File: src/rtl/pc_stack_if.sv
// pc_stack_if: command and status bundle between the fetch controller and pc_stack
interface pc_stack_if #(
  parameter int W     = 8,
  parameter int DEPTH = 8
);
  localparam int SPW = $clog2(DEPTH) + 1;
  logic           ID_rst;
  logic           stall;
  logic           jmp;
  logic [W-1:0]   jmp_addr;
  logic           rel;
  logic [7:0]     rel_off;
  logic           call;
  logic           ret;
  logic           reti;
  logic           int_take;
  logic [W-1:0]   int_vec;
  logic [W-1:0]   PC_count;
  logic [SPW-1:0] sp_level;
  logic           stack_full;
  logic           stack_empty;
  logic           stack_ovf;
  logic           stack_unf;
  modport master (
    output ID_rst, stall, jmp, jmp_addr, rel, rel_off, call, ret, reti, int_take, int_vec,
    input  PC_count, sp_level, stack_full, stack_empty, stack_ovf, stack_unf
  );
  modport slave (
    input  ID_rst, stall, jmp, jmp_addr, rel, rel_off, call, ret, reti, int_take, int_vec,
    output PC_count, sp_level, stack_full, stack_empty, stack_ovf, stack_unf
  );
endinterface

File: src/rtl/pc_stack.sv
// pc_stack: program counter with internal return-address stack; PC_STACK_TRAP_EN sends stack faults to TRAP_ADDR
module pc_stack #(
  parameter int           W         = 8,
  parameter int           DEPTH     = 8,
  parameter logic [W-1:0] TRAP_ADDR = '0
) (
  input logic        clk,
  input logic        rst,
  pc_stack_if.slave  bus
);
  localparam int AW  = $clog2(DEPTH);
  localparam int SPW = AW + 1;
  localparam int XW  = (W > 8) ? W : 8;
  logic [W-1:0]   pc_q, pc_d, pc_nom, inc, top, rel_pc;
  logic [XW-1:0]  rel_sum;
  logic [SPW-1:0] sp_q, sp_d;
  logic           ovf_q, ovf_d, unf_q, unf_d;
  logic [W-1:0]   mem_q [DEPTH];
  logic           clr, full, empty;
  logic           do_int, do_reti, do_ret, do_call;
  logic           push, pop, push_ok, pop_ok, fault;
  assign clr = rst | bus.ID_rst;
  // command decode: a stalled cycle issues no stack operation at all
  always_comb begin
    full    = sp_q == SPW'(DEPTH);
    empty   = sp_q == '0;
    do_int  = !bus.stall && bus.int_take;
    do_reti = !bus.stall && !bus.int_take && bus.reti;
    do_ret  = !bus.stall && !bus.int_take && !bus.reti && bus.ret;
    do_call = !bus.stall && !bus.int_take && !bus.reti && !bus.ret && bus.call;
    push    = do_int | do_call;
    pop     = do_reti | do_ret;
    push_ok = push && !full;
    pop_ok  = pop && !empty;
    fault   = (push && full) || (pop && empty);
  end
  // next PC: priority chain, faulting pops fall through to increment
  always_comb begin
    inc     = pc_q + W'(1);
    top     = mem_q[AW'(sp_q - SPW'(1))];
    rel_sum = XW'(pc_q) + XW'($signed(bus.rel_off));
    rel_pc  = rel_sum[W-1:0];
    pc_nom  = do_int   ? bus.int_vec :
              do_reti  ? (empty ? inc : top) :
              do_ret   ? (empty ? inc : top + W'(1)) :
              do_call  ? bus.jmp_addr :
              bus.jmp  ? bus.jmp_addr :
              bus.rel  ? rel_pc : inc;
`ifdef PC_STACK_TRAP_EN
    pc_d    = bus.stall ? pc_q : fault ? TRAP_ADDR : pc_nom;
`else
    pc_d    = bus.stall ? pc_q : pc_nom;
`endif
  end
`ifndef PC_STACK_TRAP_EN
  logic unused_trap;
  assign unused_trap = ^TRAP_ADDR;
`endif
  // stack pointer and sticky fault flags
  always_comb begin
    sp_d  = push_ok ? sp_q + SPW'(1) : pop_ok ? sp_q - SPW'(1) : sp_q;
    ovf_d = ovf_q | (push && full);
    unf_d = unf_q | (pop && empty);
  end
  // PC, pointer and flag registers
  always_ff @(posedge clk) begin
    if (clr) begin
      pc_q  <= '0;
      sp_q  <= '0;
      ovf_q <= 1'b0;
      unf_q <= 1'b0;
    end else begin
      pc_q  <= pc_d;
      sp_q  <= sp_d;
      ovf_q <= ovf_d;
      unf_q <= unf_d;
    end
  end
  // return-address storage, written only by a push that fits
  always_ff @(posedge clk) begin
    if (!clr && push_ok) mem_q[AW'(sp_q)] <= pc_q;
  end
  assign bus.PC_count    = pc_q;
  assign bus.sp_level    = sp_q;
  assign bus.stack_full  = full;
  assign bus.stack_empty = empty;
  assign bus.stack_ovf   = ovf_q;
  assign bus.stack_unf   = unf_q;
endmodule

File: src/flat_wrapper.sv
// flat-port wrapper written by rule: the top's interface ports become plain ports
module pc_stack_flat 
#(
  parameter int           W         = 8,
  parameter int           DEPTH     = 8,
  parameter logic [W-1:0] TRAP_ADDR = '0
)
  (clk, rst, bus_ID_rst, bus_stall, bus_jmp, bus_jmp_addr, bus_rel, bus_rel_off, bus_call, bus_ret, bus_reti, bus_int_take, bus_int_vec, bus_PC_count, bus_sp_level, bus_stack_full, bus_stack_empty, bus_stack_ovf, bus_stack_unf);
  pc_stack_if #(.W(W), .DEPTH(DEPTH)) bus_i ();
  input logic clk;
  input logic rst;
  input wire logic [$bits(bus_i.ID_rst)-1:0] bus_ID_rst;
  input wire logic [$bits(bus_i.stall)-1:0] bus_stall;
  input wire logic [$bits(bus_i.jmp)-1:0] bus_jmp;
  input wire logic [$bits(bus_i.jmp_addr)-1:0] bus_jmp_addr;
  input wire logic [$bits(bus_i.rel)-1:0] bus_rel;
  input wire logic [$bits(bus_i.rel_off)-1:0] bus_rel_off;
  input wire logic [$bits(bus_i.call)-1:0] bus_call;
  input wire logic [$bits(bus_i.ret)-1:0] bus_ret;
  input wire logic [$bits(bus_i.reti)-1:0] bus_reti;
  input wire logic [$bits(bus_i.int_take)-1:0] bus_int_take;
  input wire logic [$bits(bus_i.int_vec)-1:0] bus_int_vec;
  output wire logic [$bits(bus_i.PC_count)-1:0] bus_PC_count;
  output wire logic [$bits(bus_i.sp_level)-1:0] bus_sp_level;
  output wire logic [$bits(bus_i.stack_full)-1:0] bus_stack_full;
  output wire logic [$bits(bus_i.stack_empty)-1:0] bus_stack_empty;
  output wire logic [$bits(bus_i.stack_ovf)-1:0] bus_stack_ovf;
  output wire logic [$bits(bus_i.stack_unf)-1:0] bus_stack_unf;
  assign bus_i.ID_rst = bus_ID_rst;
  assign bus_i.stall = bus_stall;
  assign bus_i.jmp = bus_jmp;
  assign bus_i.jmp_addr = bus_jmp_addr;
  assign bus_i.rel = bus_rel;
  assign bus_i.rel_off = bus_rel_off;
  assign bus_i.call = bus_call;
  assign bus_i.ret = bus_ret;
  assign bus_i.reti = bus_reti;
  assign bus_i.int_take = bus_int_take;
  assign bus_i.int_vec = bus_int_vec;
  assign bus_PC_count = bus_i.PC_count;
  assign bus_sp_level = bus_i.sp_level;
  assign bus_stack_full = bus_i.stack_full;
  assign bus_stack_empty = bus_i.stack_empty;
  assign bus_stack_ovf = bus_i.stack_ovf;
  assign bus_stack_unf = bus_i.stack_unf;
  pc_stack #(.W(W), .DEPTH(DEPTH), .TRAP_ADDR(TRAP_ADDR)) u_core (.clk(clk), .rst(rst), .bus(bus_i));
endmodule
File: config.mk
export PLATFORM = sky130hd
export DESIGN_NAME = pc_stack_flat
export DESIGN_NICKNAME = d
export VERILOG_FILES = /design/src/rtl/pc_stack_if.sv /design/src/rtl/pc_stack.sv /design/src/flat_wrapper.sv
export SDC_FILE = /design/constraint.sdc
export NUM_CORES = 1
export LEC_CHECK = 0
export ABC_AREA = 1
export CAP_MARGIN = 20
export CELL_PAD_IN_SITES_DETAIL_PLACEMENT = 1
export CELL_PAD_IN_SITES_GLOBAL_PLACEMENT = 1
export CORE_MARGIN = 5
export CORE_UTILIZATION = 43
export CTS_CLUSTER_SIZE = 40
export DETAILED_ROUTE_END_ITERATION = 16
export GPL_TIMING_DRIVEN = 0
export PLACE_DENSITY = 0.9
export SETUP_SLACK_MARGIN = 0.2
export SYNTH_ARGS = -nofsm -noshare
export SYNTH_HDL_FRONTEND = slang
export SYNTH_SLANG_ARGS = --single-unit
File: constraint.sdc
create_clock -name clk -period 3.3 [get_ports clk]
set_clock_uncertainty 0.1 [all_clocks]
set_input_delay 0.66 -clock clk [delete_from_list [all_inputs] [get_ports clk]]
set_output_delay 0.66 -clock clk [all_outputs]
set_load 0.005 [all_outputs]
==> impl_metrics.csv <==
group,metric,value,unit
outcome,status,"completed",
synth,yosys_warnings,0,
synth,seq_area_frac_synth,47.9,%
layout,post-route-cell-area,5560,sq um
sta,final_hold_viol_count,0,
drt,drt_iter0_markers,190,
placed_design,hpwl,10200,um
synth,netlist_area,4600,sq um
synth,synth.most_common_cell,"nand2_1",
floorplanning,initial_core_util,44.4,%
drt,drcViolationCount,0,
sta,period_share,94.7,%
critical_path,path_max_fanout,7,
sta,setup_viol,0,
global_routing,overflow,0,
clock_tree,cts_num_sinks,78,
sta,slew_violations,0,
critical_path,critPathKind,"in -> reg",
sta,worst_pin_slew,900,ps
global_routing,grt_pass1_wl,22000,um
sta,clock.fmax,0.320,GHz
synth,synth_cells,565,
placed_design,place_ws,-286,ps
critical_path,regToRegSetupSlack,350,ps
clock_tree,htreeDepth,3,
global_routing,grt_pass1_vias,4495,
global_routing,grt_max_degree,18,
synth,synth-edff-count,64,
drt,viasPerCell,5.32,
synth,synth_top_cells_by_area,"edfxtp_1, nand2_1, inv_1, nand3_1, dfxtp_1",
placed_design,routabilityCongestion,0.929,
sta,setup_tns,0,ps
synth,synth_top_area_share,41.8,%
clock_tree,clock_latency,360,ps
clock_tree,cts_hold_buf,0,
critical_path,crit_arrival,3090,ps
synth,async_flop_share,0,%
pwr,ir_worst_vdd,0.197,mV
drt,routed_wl,13600,um
drt,dr.pass1.iters,4,
synth,synth_common_cells,"nand2_1, inv_1, edfxtp_1",
floorplanning,die_w,113,um
drt,detail-route-antenna-nets,0,
sta,maxSlewHeadroom,39.7,%
floorplanning,num_io_pins,50,
critical_path,rr_worst_depth,20,
layout,num_antenna_cells,0,
synth,avgSynthCellArea,8.14,sq um
floorplanning,die_y,113,um
synth,ys_ff_latch,78,
critical_path,endpoint_kind,"flip-flop",
clock_tree,clock_path_buffers,2,
synth,synth.net_count,611,
layout,final_nets,674,
flow_run,maxCapViolCount,0,
drt,num_vias,4094,
placed_design,port_buffers,47,
layout,drive_above_1_share,12.8,%
critical_path,start_kind,"input port",
synth,synth_area_leader_cell,"edfxtp_1",
worst_hold_path,hold_class,"reg -> reg",
critical_path,required,3270,ps
drt,post_drt_wl_per_cell,17.7,um
global_routing,track_usage,21.7,%
synth,synthDistinctLibCells,35,
critical_path,r2r_end,"u_core.bus.PC_count[6]",
sta,period_needed,3120,ps
global_routing,antenna_found_initial,0,
floorplanning,die-area,12900,sq um
layout,area_growth,20.8,%
floorplanning,core_area,10400,sq um
worst_hold_path,hold_depth,2,
synth,ys.flop_type,"edfxtp_1",
critical_path,r2r_start,"u_core.bus.sp_level[0]",
pwr,power_density,384,nW/um^2
clock_tree,cts_buffers,9,
critical_path,crit_start,"bus_stall",
placed_design,dpl_cell_area,5270,sq um
clock_tree,cts_tree,"done",
pwr,p_leak,2.39,nW
clock_tree,clk_pin_slew_worst_paths,90,ps
sta,rsz0062_at_grt,"true",
clock_tree,root_buffer,"clkbuf_8",
sta,final.setup.worst_slack,175,ps
critical_path,worstSetupEndpoint,"u_core.mem_q[3][7]",
floorplanning,fp-row-count,37,
-- what timing repair did --
item | CTS | global route
pin swaps | 1 | 2
setup buffers | 1 | 1
hold endpoints to repair | 0 | 0
endpoints found under the setup margin | 26 | 49
resized for setup | 8 | 14
-- worst min-delay path by stage --
stage	to	start	slack (ps)
6_report	u_core.bus.stack_ovf	u_core.bus.stack_ovf	370
3_5_place_dp	u_core.bus.stack_ovf	u_core.bus.stack_ovf	360
4_1_cts	u_core.bus.stack_ovf	u_core.bus.stack_ovf	380
3_3_place_gp	u_core.bus.stack_ovf	u_core.bus.stack_ovf	350
5_1_grt	u_core.bus.stack_ovf	u_core.bus.stack_ovf	400
2_1_floorplan	u_core.bus.stack_ovf	u_core.bus.stack_ovf	360
-- metal layers --
| metal | up-vias | GRT usage (%) | routed length, um |
|---|---|---|---|
| li1 | 1953 | - | - |
| met1 | 1993 | 25.5 | 5580 |
| met2 | 119 | 40.5 | 7120 |
| met3 | 29 | 3.77 | 560 |
| met4 | 0 | 6.33 | 333 |
| met5 | - | 0 | 0 |
-- layout by cell type (no fill, tap or decap), drive strengths merged, types with 12 or more instances in the layout --
cell type      Yosys  layout
a21oi             29      29
buf               13      18
clkbuf             3      12
clkdlybuf4s50      0      47
dfxtp             14      14
edfxtp            64      64
inv               89      93
nand2            166     166
nand3             58      58
nor2              57      57
o21ai             30      30
-- state kept, by name, indices dropped and copies added, names as in the netlist --
register              count
u_core.bus.sp_level       4
u_core.bus.stack_ovf      1
u_core.bus.PC_count       8
u_core.bus.stack_unf      1
u_core.mem_q             64
-- cell families after synthesis --
kind of cell             count (synthesis)  synth area share [%]
XOR/XNOR                                13                  2.47
flip-flops                              78                  47.9
AO/OA/AOI/OAI                           66                  7.89
buffers and inverters                  105                  9.76
AND/OR/NAND/NOR                        291                  28.6
adder cells (fa/ha/maj)                 12                  3.43
-- worst max-delay path, stage by stage --
cell and delay (ps):
clkdlybuf4s50_1 550, nor2_4 240, nand2_2 110, nor2_4 150
inv_2 70, a21oi_4 190, inv_2 60, nor2_1 150
inv_2 90, nor3_1 540, buf_4 280
-- layout make-up --
cell class / count / area (sq um)
plain buffers: 16 / 133
clock buffers: 9 / 124
clock inverters: 7 / 75.1
fillers: 1266 / 4810
inverters: 89 / 347
multi-input cells: 382 / 2000
flip-flops and latches: 78 / 2200
well taps: 136 / 170
repair buffers: 52 / 505
-- where the power goes --
part | internal [mW] | switching (mW) | total [mW]
logic | 0.135 | 0.200 | 0.335
clock network | 0.299 | 0.414 | 0.713
registers | 1.07 | 0.0201 | 1.09
total | 1.50 | 0.634 | 2.13
-- metrics by stage --
stage / hold slack [ps] / instances / total power [mW] / utilization [%]
floorplan: 360 / 565 / 1.30 / -
global placement: 352 / 748 / 1.41 / 50.5
detailed placement: 355 / 751 / 1.43 / 50.8
CTS: 378 / 768 / 2.14 / 53.1
global route: 403 / 769 / 2.22 / 53.6
finish: 374 / 769 / 2.13 / 53.6
(Power assumes the default switching activity.)
